--- src/rtl/nib_ram_arbiter_if.sv ---
// Bundles the two core data-master ports and the RAM slave port of the data RAM arbiter.
// The slave modport is the arbiter's view; the master modport is the cores and the RAM.
interface nib_ram_arbiter_if #(
  parameter int AW = 32,
  parameter int DW = 32
);
  logic          m0_req_i, m0_we_i, m0_lock_i, m0_hold_o;
  logic [AW-1:0] m0_addr_i;
  logic [DW-1:0] m0_wdata_i, m0_rdata_o;
  logic          m1_req_i, m1_we_i, m1_lock_i, m1_hold_o;
  logic [AW-1:0] m1_addr_i;
  logic [DW-1:0] m1_wdata_i, m1_rdata_o;
  logic          s_req_o, s_we_o;
  logic [AW-1:0] s_addr_o;
  logic [DW-1:0] s_wdata_o, s_rdata_i;

  modport slave (
    input  m0_req_i, m0_addr_i, m0_we_i, m0_wdata_i, m0_lock_i,
    output m0_rdata_o, m0_hold_o,
    input  m1_req_i, m1_addr_i, m1_we_i, m1_wdata_i, m1_lock_i,
    output m1_rdata_o, m1_hold_o,
    output s_req_o, s_addr_o, s_we_o, s_wdata_o,
    input  s_rdata_i
  );

  modport master (
    output m0_req_i, m0_addr_i, m0_we_i, m0_wdata_i, m0_lock_i,
    input  m0_rdata_o, m0_hold_o,
    output m1_req_i, m1_addr_i, m1_we_i, m1_wdata_i, m1_lock_i,
    input  m1_rdata_o, m1_hold_o,
    input  s_req_o, s_addr_o, s_we_o, s_wdata_o,
    output s_rdata_i
  );
endinterface

--- src/rtl/nib_ram_arbiter.sv ---
// Round-robin two-master arbiter for the single-port data RAM with read-latency tracking and RMW lock.
// Define NIB_ARB_PERF_EN to add saturating stall/grant performance counters.
module nib_ram_arbiter #(
  parameter int AW       = 32,
  parameter int DW       = 32,
  parameter int RD_LAT   = 1,
  parameter int LOCK_MAX = 8
) (
  input  logic             clk,
  input  logic             rstn,
  nib_ram_arbiter_if.slave bus
`ifdef NIB_ARB_PERF_EN
  ,
  output logic [31:0]      m0_stall_cnt_o,
  output logic [31:0]      m1_stall_cnt_o,
  output logic [31:0]      grant_cnt_o
`endif
);
  typedef enum logic {IDLE, RD_WAIT} state_e;

  state_e        state_q, state_d;
  logic          rr_ptr_q, rr_ptr_d, owner_q, owner_d, lock_act_q, lock_act_d;
  logic [1:0]    lat_cnt_q, lat_cnt_d;
  logic [7:0]    lock_cnt_q, lock_cnt_d, lock_nxt;
  logic [DW-1:0] rdata0_q, rdata0_d, rdata1_q, rdata1_d;

  logic [1:0]          req, we, lock, hold;
  logic [1:0][AW-1:0]  addr;
  logic [1:0][DW-1:0]  wdata;
  logic                win, rd_done, s_req, s_we;
  logic [AW-1:0]       s_addr;
  logic [DW-1:0]       s_wdata;

  assign req   = {bus.m1_req_i,   bus.m0_req_i};
  assign we    = {bus.m1_we_i,    bus.m0_we_i};
  assign lock  = {bus.m1_lock_i,  bus.m0_lock_i};
  assign addr  = {bus.m1_addr_i,  bus.m0_addr_i};
  assign wdata = {bus.m1_wdata_i, bus.m0_wdata_i};

  always_comb begin
    state_d    = state_q;
    rr_ptr_d   = rr_ptr_q;
    owner_d    = owner_q;
    lock_act_d = lock_act_q;
    lat_cnt_d  = lat_cnt_q;
    lock_cnt_d = lock_cnt_q;
    lock_nxt   = 8'd1;
    win        = rr_ptr_q;
    rd_done    = 1'b0;
    hold       = 2'b00;
    s_req      = 1'b0;
    s_we       = 1'b0;
    s_addr     = '0;
    s_wdata    = '0;
    case (state_q)
      IDLE: if (|req) begin
        // A live lock only gives priority; an idle lock owner does not block the other master.
        if (lock_act_q && req[owner_q]) win = owner_q;
        else if (req == 2'b01)          win = 1'b0;
        else if (req == 2'b10)          win = 1'b1;
        else                            win = rr_ptr_q;
        s_req   = 1'b1;
        s_we    = we[win];
        s_addr  = addr[win];
        s_wdata = wdata[win];
        hold[win ^ 1'b1] = req[win ^ 1'b1];
        hold[win]        = ~we[win];
        owner_d = win;
        if (!we[win]) begin
          state_d   = RD_WAIT;
          lat_cnt_d = 2'(RD_LAT - 1);
        end
        lock_nxt = (lock_act_q && owner_q == win) ? lock_cnt_q + 8'd1 : 8'd1;
        if (lock[win] && lock_nxt != 8'(LOCK_MAX)) begin
          lock_act_d = 1'b1;
          lock_cnt_d = lock_nxt;
        end else begin
          lock_act_d = 1'b0;
          lock_cnt_d = 8'd0;
          rr_ptr_d   = win ^ 1'b1;
        end
      end
      RD_WAIT: begin
        hold = req;
        if (lat_cnt_q == 2'd0) begin
          hold[owner_q] = 1'b0;
          rd_done       = 1'b1;
          state_d       = IDLE;
        end else begin
          lat_cnt_d = lat_cnt_q - 2'd1;
        end
      end
      default: state_d = IDLE;
    endcase
    // Outputs are forced low while reset is asserted, independent of the clock.
    if (!rstn) begin
      s_req   = 1'b0;
      s_we    = 1'b0;
      s_addr  = '0;
      s_wdata = '0;
      hold    = 2'b00;
    end
  end

  assign rdata0_d = (rd_done && !owner_q) ? bus.s_rdata_i : rdata0_q;
  assign rdata1_d = (rd_done &&  owner_q) ? bus.s_rdata_i : rdata1_q;

  always_ff @(posedge clk or negedge rstn) begin
    if (!rstn) begin
      state_q    <= IDLE;
      rr_ptr_q   <= 1'b0;
      owner_q    <= 1'b0;
      lock_act_q <= 1'b0;
      lat_cnt_q  <= 2'd0;
      lock_cnt_q <= 8'd0;
      rdata0_q   <= '0;
      rdata1_q   <= '0;
    end else begin
      state_q    <= state_d;
      rr_ptr_q   <= rr_ptr_d;
      owner_q    <= owner_d;
      lock_act_q <= lock_act_d;
      lat_cnt_q  <= lat_cnt_d;
      lock_cnt_q <= lock_cnt_d;
      rdata0_q   <= rdata0_d;
      rdata1_q   <= rdata1_d;
    end
  end

  assign bus.s_req_o    = s_req;
  assign bus.s_we_o     = s_we;
  assign bus.s_addr_o   = s_addr;
  assign bus.s_wdata_o  = s_wdata;
  assign bus.m0_hold_o  = hold[0];
  assign bus.m1_hold_o  = hold[1];
  assign bus.m0_rdata_o = rdata0_d;
  assign bus.m1_rdata_o = rdata1_d;

`ifdef NIB_ARB_PERF_EN
  logic [31:0] st0_q, st0_d, st1_q, st1_d, gnt_q, gnt_d;

  always_comb begin
    st0_d = st0_q;
    st1_d = st1_q;
    gnt_d = gnt_q;
    if (req[0] && hold[0] && st0_q != 32'hFFFF_FFFF) st0_d = st0_q + 32'd1;
    if (req[1] && hold[1] && st1_q != 32'hFFFF_FFFF) st1_d = st1_q + 32'd1;
    if (s_req && gnt_q != 32'hFFFF_FFFF)             gnt_d = gnt_q + 32'd1;
  end

  always_ff @(posedge clk or negedge rstn) begin
    if (!rstn) begin
      st0_q <= '0;
      st1_q <= '0;
      gnt_q <= '0;
    end else begin
      st0_q <= st0_d;
      st1_q <= st1_d;
      gnt_q <= gnt_d;
    end
  end

  assign m0_stall_cnt_o = st0_q;
  assign m1_stall_cnt_o = st1_q;
  assign grant_cnt_o    = gnt_q;
`endif
endmodule

--- src/flat_wrapper.sv ---
// flat-port wrapper written by rule: the top's interface ports become plain ports
module nib_ram_arbiter_flat 
#(
  parameter int AW       = 32,
  parameter int DW       = 32,
  parameter int RD_LAT   = 1,
  parameter int LOCK_MAX = 8
)
  (clk, rstn, bus_m0_req_i, bus_m0_addr_i, bus_m0_we_i, bus_m0_wdata_i, bus_m0_lock_i, bus_m0_rdata_o, bus_m0_hold_o, bus_m1_req_i, bus_m1_addr_i, bus_m1_we_i, bus_m1_wdata_i, bus_m1_lock_i, bus_m1_rdata_o, bus_m1_hold_o, bus_s_req_o, bus_s_addr_o, bus_s_we_o, bus_s_wdata_o, bus_s_rdata_i);
  nib_ram_arbiter_if #(.AW(AW), .DW(DW)) bus_i ();
  input  logic clk;
  input  logic rstn;
  input wire logic [$bits(bus_i.m0_req_i)-1:0] bus_m0_req_i;
  input wire logic [$bits(bus_i.m0_addr_i)-1:0] bus_m0_addr_i;
  input wire logic [$bits(bus_i.m0_we_i)-1:0] bus_m0_we_i;
  input wire logic [$bits(bus_i.m0_wdata_i)-1:0] bus_m0_wdata_i;
  input wire logic [$bits(bus_i.m0_lock_i)-1:0] bus_m0_lock_i;
  output wire logic [$bits(bus_i.m0_rdata_o)-1:0] bus_m0_rdata_o;
  output wire logic [$bits(bus_i.m0_hold_o)-1:0] bus_m0_hold_o;
  input wire logic [$bits(bus_i.m1_req_i)-1:0] bus_m1_req_i;
  input wire logic [$bits(bus_i.m1_addr_i)-1:0] bus_m1_addr_i;
  input wire logic [$bits(bus_i.m1_we_i)-1:0] bus_m1_we_i;
  input wire logic [$bits(bus_i.m1_wdata_i)-1:0] bus_m1_wdata_i;
  input wire logic [$bits(bus_i.m1_lock_i)-1:0] bus_m1_lock_i;
  output wire logic [$bits(bus_i.m1_rdata_o)-1:0] bus_m1_rdata_o;
  output wire logic [$bits(bus_i.m1_hold_o)-1:0] bus_m1_hold_o;
  output wire logic [$bits(bus_i.s_req_o)-1:0] bus_s_req_o;
  output wire logic [$bits(bus_i.s_addr_o)-1:0] bus_s_addr_o;
  output wire logic [$bits(bus_i.s_we_o)-1:0] bus_s_we_o;
  output wire logic [$bits(bus_i.s_wdata_o)-1:0] bus_s_wdata_o;
  input wire logic [$bits(bus_i.s_rdata_i)-1:0] bus_s_rdata_i;
  assign bus_i.m0_req_i = bus_m0_req_i;
  assign bus_i.m0_addr_i = bus_m0_addr_i;
  assign bus_i.m0_we_i = bus_m0_we_i;
  assign bus_i.m0_wdata_i = bus_m0_wdata_i;
  assign bus_i.m0_lock_i = bus_m0_lock_i;
  assign bus_m0_rdata_o = bus_i.m0_rdata_o;
  assign bus_m0_hold_o = bus_i.m0_hold_o;
  assign bus_i.m1_req_i = bus_m1_req_i;
  assign bus_i.m1_addr_i = bus_m1_addr_i;
  assign bus_i.m1_we_i = bus_m1_we_i;
  assign bus_i.m1_wdata_i = bus_m1_wdata_i;
  assign bus_i.m1_lock_i = bus_m1_lock_i;
  assign bus_m1_rdata_o = bus_i.m1_rdata_o;
  assign bus_m1_hold_o = bus_i.m1_hold_o;
  assign bus_s_req_o = bus_i.s_req_o;
  assign bus_s_addr_o = bus_i.s_addr_o;
  assign bus_s_we_o = bus_i.s_we_o;
  assign bus_s_wdata_o = bus_i.s_wdata_o;
  assign bus_i.s_rdata_i = bus_s_rdata_i;
  nib_ram_arbiter #(.AW(AW), .DW(DW), .RD_LAT(RD_LAT), .LOCK_MAX(LOCK_MAX)) u_core (.clk(clk), .rstn(rstn), .bus(bus_i));
endmodule
--- config.mk ---
export PLATFORM = sky130hd
export DESIGN_NAME = nib_ram_arbiter_flat
export DESIGN_NICKNAME = d
export VERILOG_FILES = /design/src/rtl/nib_ram_arbiter_if.sv /design/src/rtl/nib_ram_arbiter.sv /design/src/flat_wrapper.sv
export SDC_FILE = /design/constraint.sdc
export NUM_CORES = 1
export LEC_CHECK = 0
export CORE_ASPECT_RATIO = 0.9
export CORE_MARGIN = 2
export CORE_UTILIZATION = 32
export CTS_BUF_LIST = sky130_fd_sc_hd__clkbuf_16
export DETAILED_ROUTE_END_ITERATION = 8
export PLACE_DENSITY = 0.89
export SLEW_MARGIN = 20
export SYNTH_ARGS = -nofsm -noshare
export SYNTH_HDL_FRONTEND = slang
export SYNTH_SLANG_ARGS = --single-unit
--- constraint.sdc ---
create_clock -name clk -period 1.7 [get_ports clk]
set_input_delay 0.34 -clock clk [delete_from_list [all_inputs] [get_ports clk]]
set_output_delay 0.34 -clock clk [all_outputs]
set_load 0.02 [all_outputs]
==> impl_metrics.py, run 1 <==
metrics = {
    "run_status": {
        "status": "complete, but fails checks",
        "violations": "setup timing",
    },
    "clocking": {
        "cts_buffer_depth": 2,
        "clk_pin_slew_ps": 60,
        "clk_latency_ps": 330,
        "cts_tree": "built",
        "cts.sinks": 78,
        "cts_max_level": 3,
        "numCtsBuffers": 9,
        "cts_root_buf": "clkbuf_16",
    },
    "setup_path": {
        "r2r-end": "u_core.lock_cnt_q[6]",
        "reg2reg_slack_ps": -260,
        "cp_max_fo": 6,
        "critPathMostFrequentCell": "buf_12",
        "regToRegStartpoint": "u_core.lock_act_q",
        "crit_type": "reg -> out",
        "worstSetupStartpointType": "register",
        "cpPeakStageDelay_ps": 410,
        "cp.required_ps": 1360,
        "crit_path_top_delay_cell": "dfrtp_1",
        "critPathCaptureType": "output port",
        "r2r_cells": 6,
        "timing.critical_path.arrival_ps": 2030,
        "cp_cell_sequence": "nand2b_4 -> a21oi_4 -> or2_4 -> buf_12 -> buf_12 -> nand2_1 -> a21oi_2 -> buf_6",
    },
    "synth": {
        "syn_area_mm2": 0.004180,
        "syn_inst": 463,
        "synth.avg_cell_area_um2": 9.029,
        "syn-num-nets": 633,
        "ys_seq_elements": 78,
        "yosysWarningCount": 0,
        "synth_cell_types": 41,
        "ys_seq_area_frac": 0.4669,
    },
    "routing": {
        "routedWlPerCell_um": 21.99,
        "firstDrtPassIters": 5,
        "finalWirelength_mm": 22.56,
        "dr_total_vias": 5322,
        "via_per_inst": 5.187,
        "drt_iter0_drc": 375,
        "drtAntennaViolNets": 0,
        "drc": 0,
    },
    "global_route": {
        "grt_max_degree": 60,
        "grt_most_used_layer": "met2",
        "grt_usage": 0.2622,
        "overflow": 0,
        "antenna_found_initial": 0,
        "gr-usage-met2": 0.4780,
        "grt_pass1_wl_mm": 29.19,
        "met3_usage": 0.05910,
        "first_global_vias": 5358,
        "grt_use_met1": 0.3081,
    },
    "placement": {
        "numPortBuffers": 299,
        "place_area_mm2": 0.008471,
        "place_inst": 956,
        "pre_cts_slack_ps": -1160,
        "routabilityCongestion": 0.8410,
        "dp_hpwl_mm": 12.83,
    },
    "cells_and_area": {
        "layout.nets": 1028,
        "fillerInstances": 599,
        "antenna_cells": 0,
        "layout-drive-gt1-share": 0.5626,
        "post-route-cell-area_mm2": 0.01036,
        "final_cells": 1026,
        "area_growth_pct": 147.9,
        "multiInputGateArea_mm2": 0.003313,
        "regArea_mm2": 0.001954,
    },
    "power_and_ir_drop": {
        "irDropWorstVdd_mv": 1.478,
        "power.leakage_nw": 4.617,
        "power_density_mw_per_mm2": 1542,
    },
    "floorplan": {
        "fp-row-count": 39,
        "die-area_mm2": 0.01399,
        "die_h_um": 112.4,
        "die_x_um": 124.5,
        "start_util": 0.3282,
        "pin_count": 300,
        "core_area_mm2": 0.01274,
    },
    "sta": {
        "clock.fmax_mhz": 422.8,
        "slew_headroom": 0.5152,
        "fin_crit_ps": 2365,
        "final_hold_viol_count": 0,
        "setup_violations": 143,
        "rsz0062_at_grt": "yes",
        "clock-skew-final_ps": 10.41,
        "setup_tns_ps": -71880,
        "fin_ws_ps": -665.2,
        "worstMarginPinSlew_ps": 727.1,
        "period_share": 1.391,
        "worst_hold_slack_ps": 167.3,
        "finalMaxSlewViolations": 0,
    },
    "min_path": {
        "hold_path_class": "in -> async",
    },
    "flow_run": {
        "drv_cap": 0,
    },
}
-- placed cells by master, fill, tap and decap left out, types with 6 or more instances in the layout --
master,netlist,layout
clkdlybuf4s50_1,0,164
buf_6,1,140
nand2_1,145,92
dfrtp_1,78,76
buf_4,0,71
mux2_4,0,46
a21oi_4,0,43
nand2_4,0,34
a21oi_2,1,27
buf_12,0,24
nand2_2,1,20
mux2_2,65,19
clkbuf_16,0,14
nor2_1,9,7
inv_1,9,6
-- where the power goes --
part	switching, mW	internal (mW)	leakage [nW]	total (mW)
clock network	0.783	1.14	0.135	1.92
registers	0.318	2.69	0.930	3.01
logic	5.32	5.73	3.55	11.0
total	6.42	9.56	4.62	16.0
-- stage by stage --
| stage | util | power (mW) |
|---|---|---|
| 3_3_place_gp | 0.6651 | 10.78 |
| 6_report | 0.8137 | 15.98 |
| 3_5_place_dp | 0.6651 | 10.97 |
| 4_1_cts | 0.7441 | 14.24 |
| 5_1_grt | 0.8137 | 16.53 |
| 2_1_floorplan | - | 7.370 |
-- logic make-up (layout without fill, tap and decap cells) --
kind of cell             Yosys count  after routing  share of synthesized area
AO/OA/AOI/OAI                     91             91                     0.1179
XOR/XNOR                           1              1                   0.002096
buffers and inverters             38            437                    0.03891
multiplexers                      68             68                     0.1823
adder cells (fa/ha/maj)            2              2                   0.005985
AND/OR/NAND/NOR                  185            185                     0.1859
flip-flops                        78             78                     0.4669
-- layout make-up --
type	count	area share
repair buffers	413	0.4397
multi-input cells	347	0.3197
flip-flops and latches	78	0.1886
clock buffers	9	0.02173
well taps	164	0.01980
clock inverters	6	0.006761
inverters	9	0.003743
-- worst max-delay path by stage --
stage | start | endpoint | slack (ps) | cells after the start
2_1_floorplan | u_core.lat_cnt_q[0] | bus_m0_rdata_o[10] | -30 | 5
3_3_place_gp | bus_m1_req_i | bus_s_wdata_o[18] | -1070 | 8
3_5_place_dp | bus_m1_req_i | bus_s_wdata_o[6] | -1160 | 8
4_1_cts | u_core.lock_act_q | bus_s_wdata_o[9] | -590 | 7
5_1_grt | u_core.lock_act_q | bus_s_addr_o[7] | -720 | 8
6_report | u_core.lock_act_q | bus_s_addr_o[7] | -670 | 8
-- state kept, by name, summed over array words and instances (netlist names) --
name / flops
u_core.rdata0_q: 32
u_core.lat_cnt_q: 2
u_core.owner_q: 1
u_core.rr_ptr_q: 1
u_core.state_q: 1
u_core.lock_cnt_q: 8
u_core.rdata1_q: 32
u_core.lock_act_q: 1
-- Yosys cell counts (all sizes together) --
cell type | n | area, um2
a21oi | 72 | 364.1
a22o | 2 | 17.52
a31oi | 2 | 12.51
a32o | 1 | 10.01
a32oi | 1 | 8.760
and2 | 2 | 15.02
buf | 12 | 65.06
clkbuf | 17 | 63.81
dfrtp | 78 | 1952
ha | 2 | 25.02
inv | 9 | 33.78
mux2 | 65 | 732.0
mux2i | 3 | 30.03
nand2 | 146 | 550.5
nand2b | 2 | 12.51
nand3 | 8 | 40.04
nand3b | 2 | 15.01
nand4 | 1 | 6.260
nor2 | 10 | 40.04
nor2b | 1 | 6.260
nor3 | 3 | 15.01
nor3b | 1 | 7.510
nor4 | 1 | 6.260
nor4b | 1 | 8.760
o2111ai | 1 | 8.760
o211ai | 1 | 7.510
o21ai | 8 | 40.03
o2bb2ai | 1 | 8.760
o31ai | 2 | 15.01
or2 | 2 | 12.51
or3 | 3 | 23.77
or3b | 2 | 17.52
xnor2 | 1 | 8.760
-- worst max-delay path: cells and delay by family (launching register included) --
kind,cells,cell delay (ps)
AOI/OAI and AO/OA,2,410
buffers and inverters,3,420
DFF,1,410
and+or+nand+nor,3,440
-- metal layers --
layer	vias to the layer above	wire length [um]
li1	2368	-
met3	44	1513
met1	2649	8330
met5	-	0
met4	0	438
met2	261	12280
-- timing repair --
action	CTS	global route
gates cloned	9	6
pin swaps	15	61
gates resized for setup	792	192
hold buffers	0	0
setup buffers	25	22
endpoints found under the setup margin	144	144
No activity file was read; power rests on OpenSTA's default activity.
==> run 2: changes to the inputs <==
- REMOVE_ABC_BUFFERS: unset -> 1
==> impl_metrics.py, run 2 (synthesis gave the netlist of run 1 again) <==
metrics = {
    "setup_path": {
        "crit_path_top_delay_cell": "dfrtp_1",
        "cp_max_fo": 7,
        "timing.critical_path.arrival_ps": 2190,
        "cp.depth": 10,
        "crit_start": "u_core.lock_act_q",
        "r2r_cells": 11,
        "crit_type": "reg -> out",
        "worst_path_dominant_cell_family": "buffers and inverters",
        "worstPathBufferInverterCount": 5,
        "r2r-end": "u_core.lat_cnt_q[0]",
        "critPathMostFrequentCell": "buf_12",
        "crit_end": "bus_s_wdata_o[5]",
        "worstSetupStartpointType": "register",
        "regToRegStartpoint": "u_core.lock_act_q",
        "cpPeakStageDelay_ps": 430,
        "cp_cell_sequence": "nand2_2 -> a21oi_4 -> buf_6 -> nor2_4 -> buf_12 -> buf_12 -> buf_12 -> nand2_1 -> a21oi_2 -> buf_4",
        "reg2reg_slack_ps": -500,
        "cp.required_ps": 1360,
        "critPathCaptureType": "output port",
    },
    "clocking": {
        "cts_tree": "built",
        "numCtsBuffers": 9,
        "clk_latency_ps": 350,
        "cts_buffer_depth": 2,
        "cts_max_level": 3,
        "clk_pin_slew_ps": 60,
        "cts.sinks": 78,
        "cts_root_buf": "clkbuf_16",
    },
    "cells_and_area": {
        "layout.nets": 1052,
        "post-route-cell-area_mm2": 0.01030,
        "mostFrequentLayoutCell": "clkdlybuf4s50_1",
        "multiInputGateArea_mm2": 0.003090,
        "antenna_cells": 0,
        "area_growth_pct": 146.4,
        "regArea_mm2": 0.001954,
        "largestRegisters": "u_core.rdata0_q x32, u_core.rdata1_q x32, u_core.lock_cnt_q x8",
        "fillerInstances": 604,
        "layout_common_cells": "clkdlybuf4s50_1, buf_6, buf_4",
        "layout-drive-gt1-share": 0.5975,
    },
    "routing": {
        "drc": 0,
        "firstDrtPassIters": 7,
        "dr_total_vias": 5757,
        "routedWlPerCell_um": 24.55,
        "finalWirelength_mm": 25.80,
        "drtAntennaViolNets": 0,
        "via_per_inst": 5.478,
        "drt_iter0_drc": 497,
    },
    "floorplan": {
        "die-area_mm2": 0.01399,
        "pin_count": 300,
        "die_x_um": 124.5,
        "die_h_um": 112.4,
        "start_util": 0.3282,
        "fp-row-count": 39,
        "core_area_mm2": 0.01274,
    },
    "sta": {
        "fin_crit_ps": 2532,
        "finalMaxSlewViolations": 0,
        "worst_hold_slack_ps": 110.5,
        "clock-skew-final_ps": 8.432,
        "final_hold_viol_count": 0,
        "worstMarginPinSlew_ps": 815.7,
        "setup_violations": 168,
        "setup_tns_ps": -92690,
        "slew_headroom": 0.4562,
        "period_share": 1.489,
        "clock.fmax_mhz": 395.0,
        "fin_ws_ps": -831.9,
        "rsz0062_at_grt": "yes",
    },
    "power_and_ir_drop": {
        "power_density_mw_per_mm2": 1602,
        "irDropWorstVdd_mv": 1.499,
        "power.leakage_nw": 4.639,
    },
    "global_route": {
        "grt_use_met1": 0.3367,
        "met3_usage": 0.07436,
        "antenna_found_initial": 0,
        "grt_max_degree": 65,
        "first_global_vias": 5693,
        "grt_pass1_wl_mm": 30.90,
        "gr-usage-met2": 0.4834,
        "grt_most_used_layer": "met2",
        "grt_usage": 0.2814,
        "overflow": 0,
    },
    "run_status": {
        "violations": "setup timing",
        "status": "complete, but fails checks",
    },
    "placement": {
        "place_area_mm2": 0.007898,
        "routabilityCongestion": 0.8406,
        "numPortBuffers": 299,
        "dp_hpwl_mm": 12.99,
    },
    "flow_run": {
        "drv_cap": 0,
    },
    "min_path": {
        "hold_path_class": "in -> async",
    },
}
run 2: worst min path at each step:
stage               slack, ps  cells after the start  start              endpoint
CTS                        90                      3   rstn       u_core.rr_ptr_q
detailed placement        430                      3   rstn       u_core.rr_ptr_q
floorplan                  40                      0   rstn   u_core.lat_cnt_q[0]
finish                    110                      3   rstn       u_core.rr_ptr_q
global placement          420                      3   rstn        u_core.owner_q
global route              120                      3   rstn  u_core.lock_cnt_q[3]
run 2: power by group:
group          switching (mW)  internal (mW)
Sequential              0.353           2.70
Clock                   0.807           1.14
Combinational            5.50           6.00
Total                    6.66           9.84
run 2: cell type report:
| cell class | count | area share |
|---|---|---|
| inverter | 9 | 0.003523 |
| clock inverter | 7 | 0.007167 |
| tap | 164 | 0.01992 |
| clock buffer | 9 | 0.02187 |
| sequential | 78 | 0.1897 |
| multi-input combinational | 347 | 0.3000 |
| timing repair buffer | 437 | 0.4577 |
run 2: routing by layer:
layer  vias to the layer above  wire length, um
met4                         0             1669
li1                       2422                -
met3                       139             1981
met1                      2808             9179
met2                       388            12970
met5                         -                0
run 2: repair_timing:
action	4_1_cts	5_1_grt
setup endpoints to repair	144	146
pin swaps	71	68
resized for setup	834	269
hold buffers	0	0
buffers inserted	34	25
hold endpoints to repair	0	0
gates cloned	8	6
run 2: worst min-delay path, cell delays in order:
cell and delay, ps:
buf_4 120, buf_4 120, buf_4 240
run 2: stage by stage:
step / std cells / util / setup slack [ps] / total power [mW]
global placement: 968 / 0.6201 / -1120 / 10.33
CTS: 1025 / 0.7112 / -586.5 / 13.95
finish: 1051 / 0.8087 / -831.9 / 16.50
global route: 1051 / 0.8087 / -856.8 / 17.01
detailed placement: 968 / 0.6201 / -1172 / 10.52
floorplan: 434 / - / -1922 / 6.561
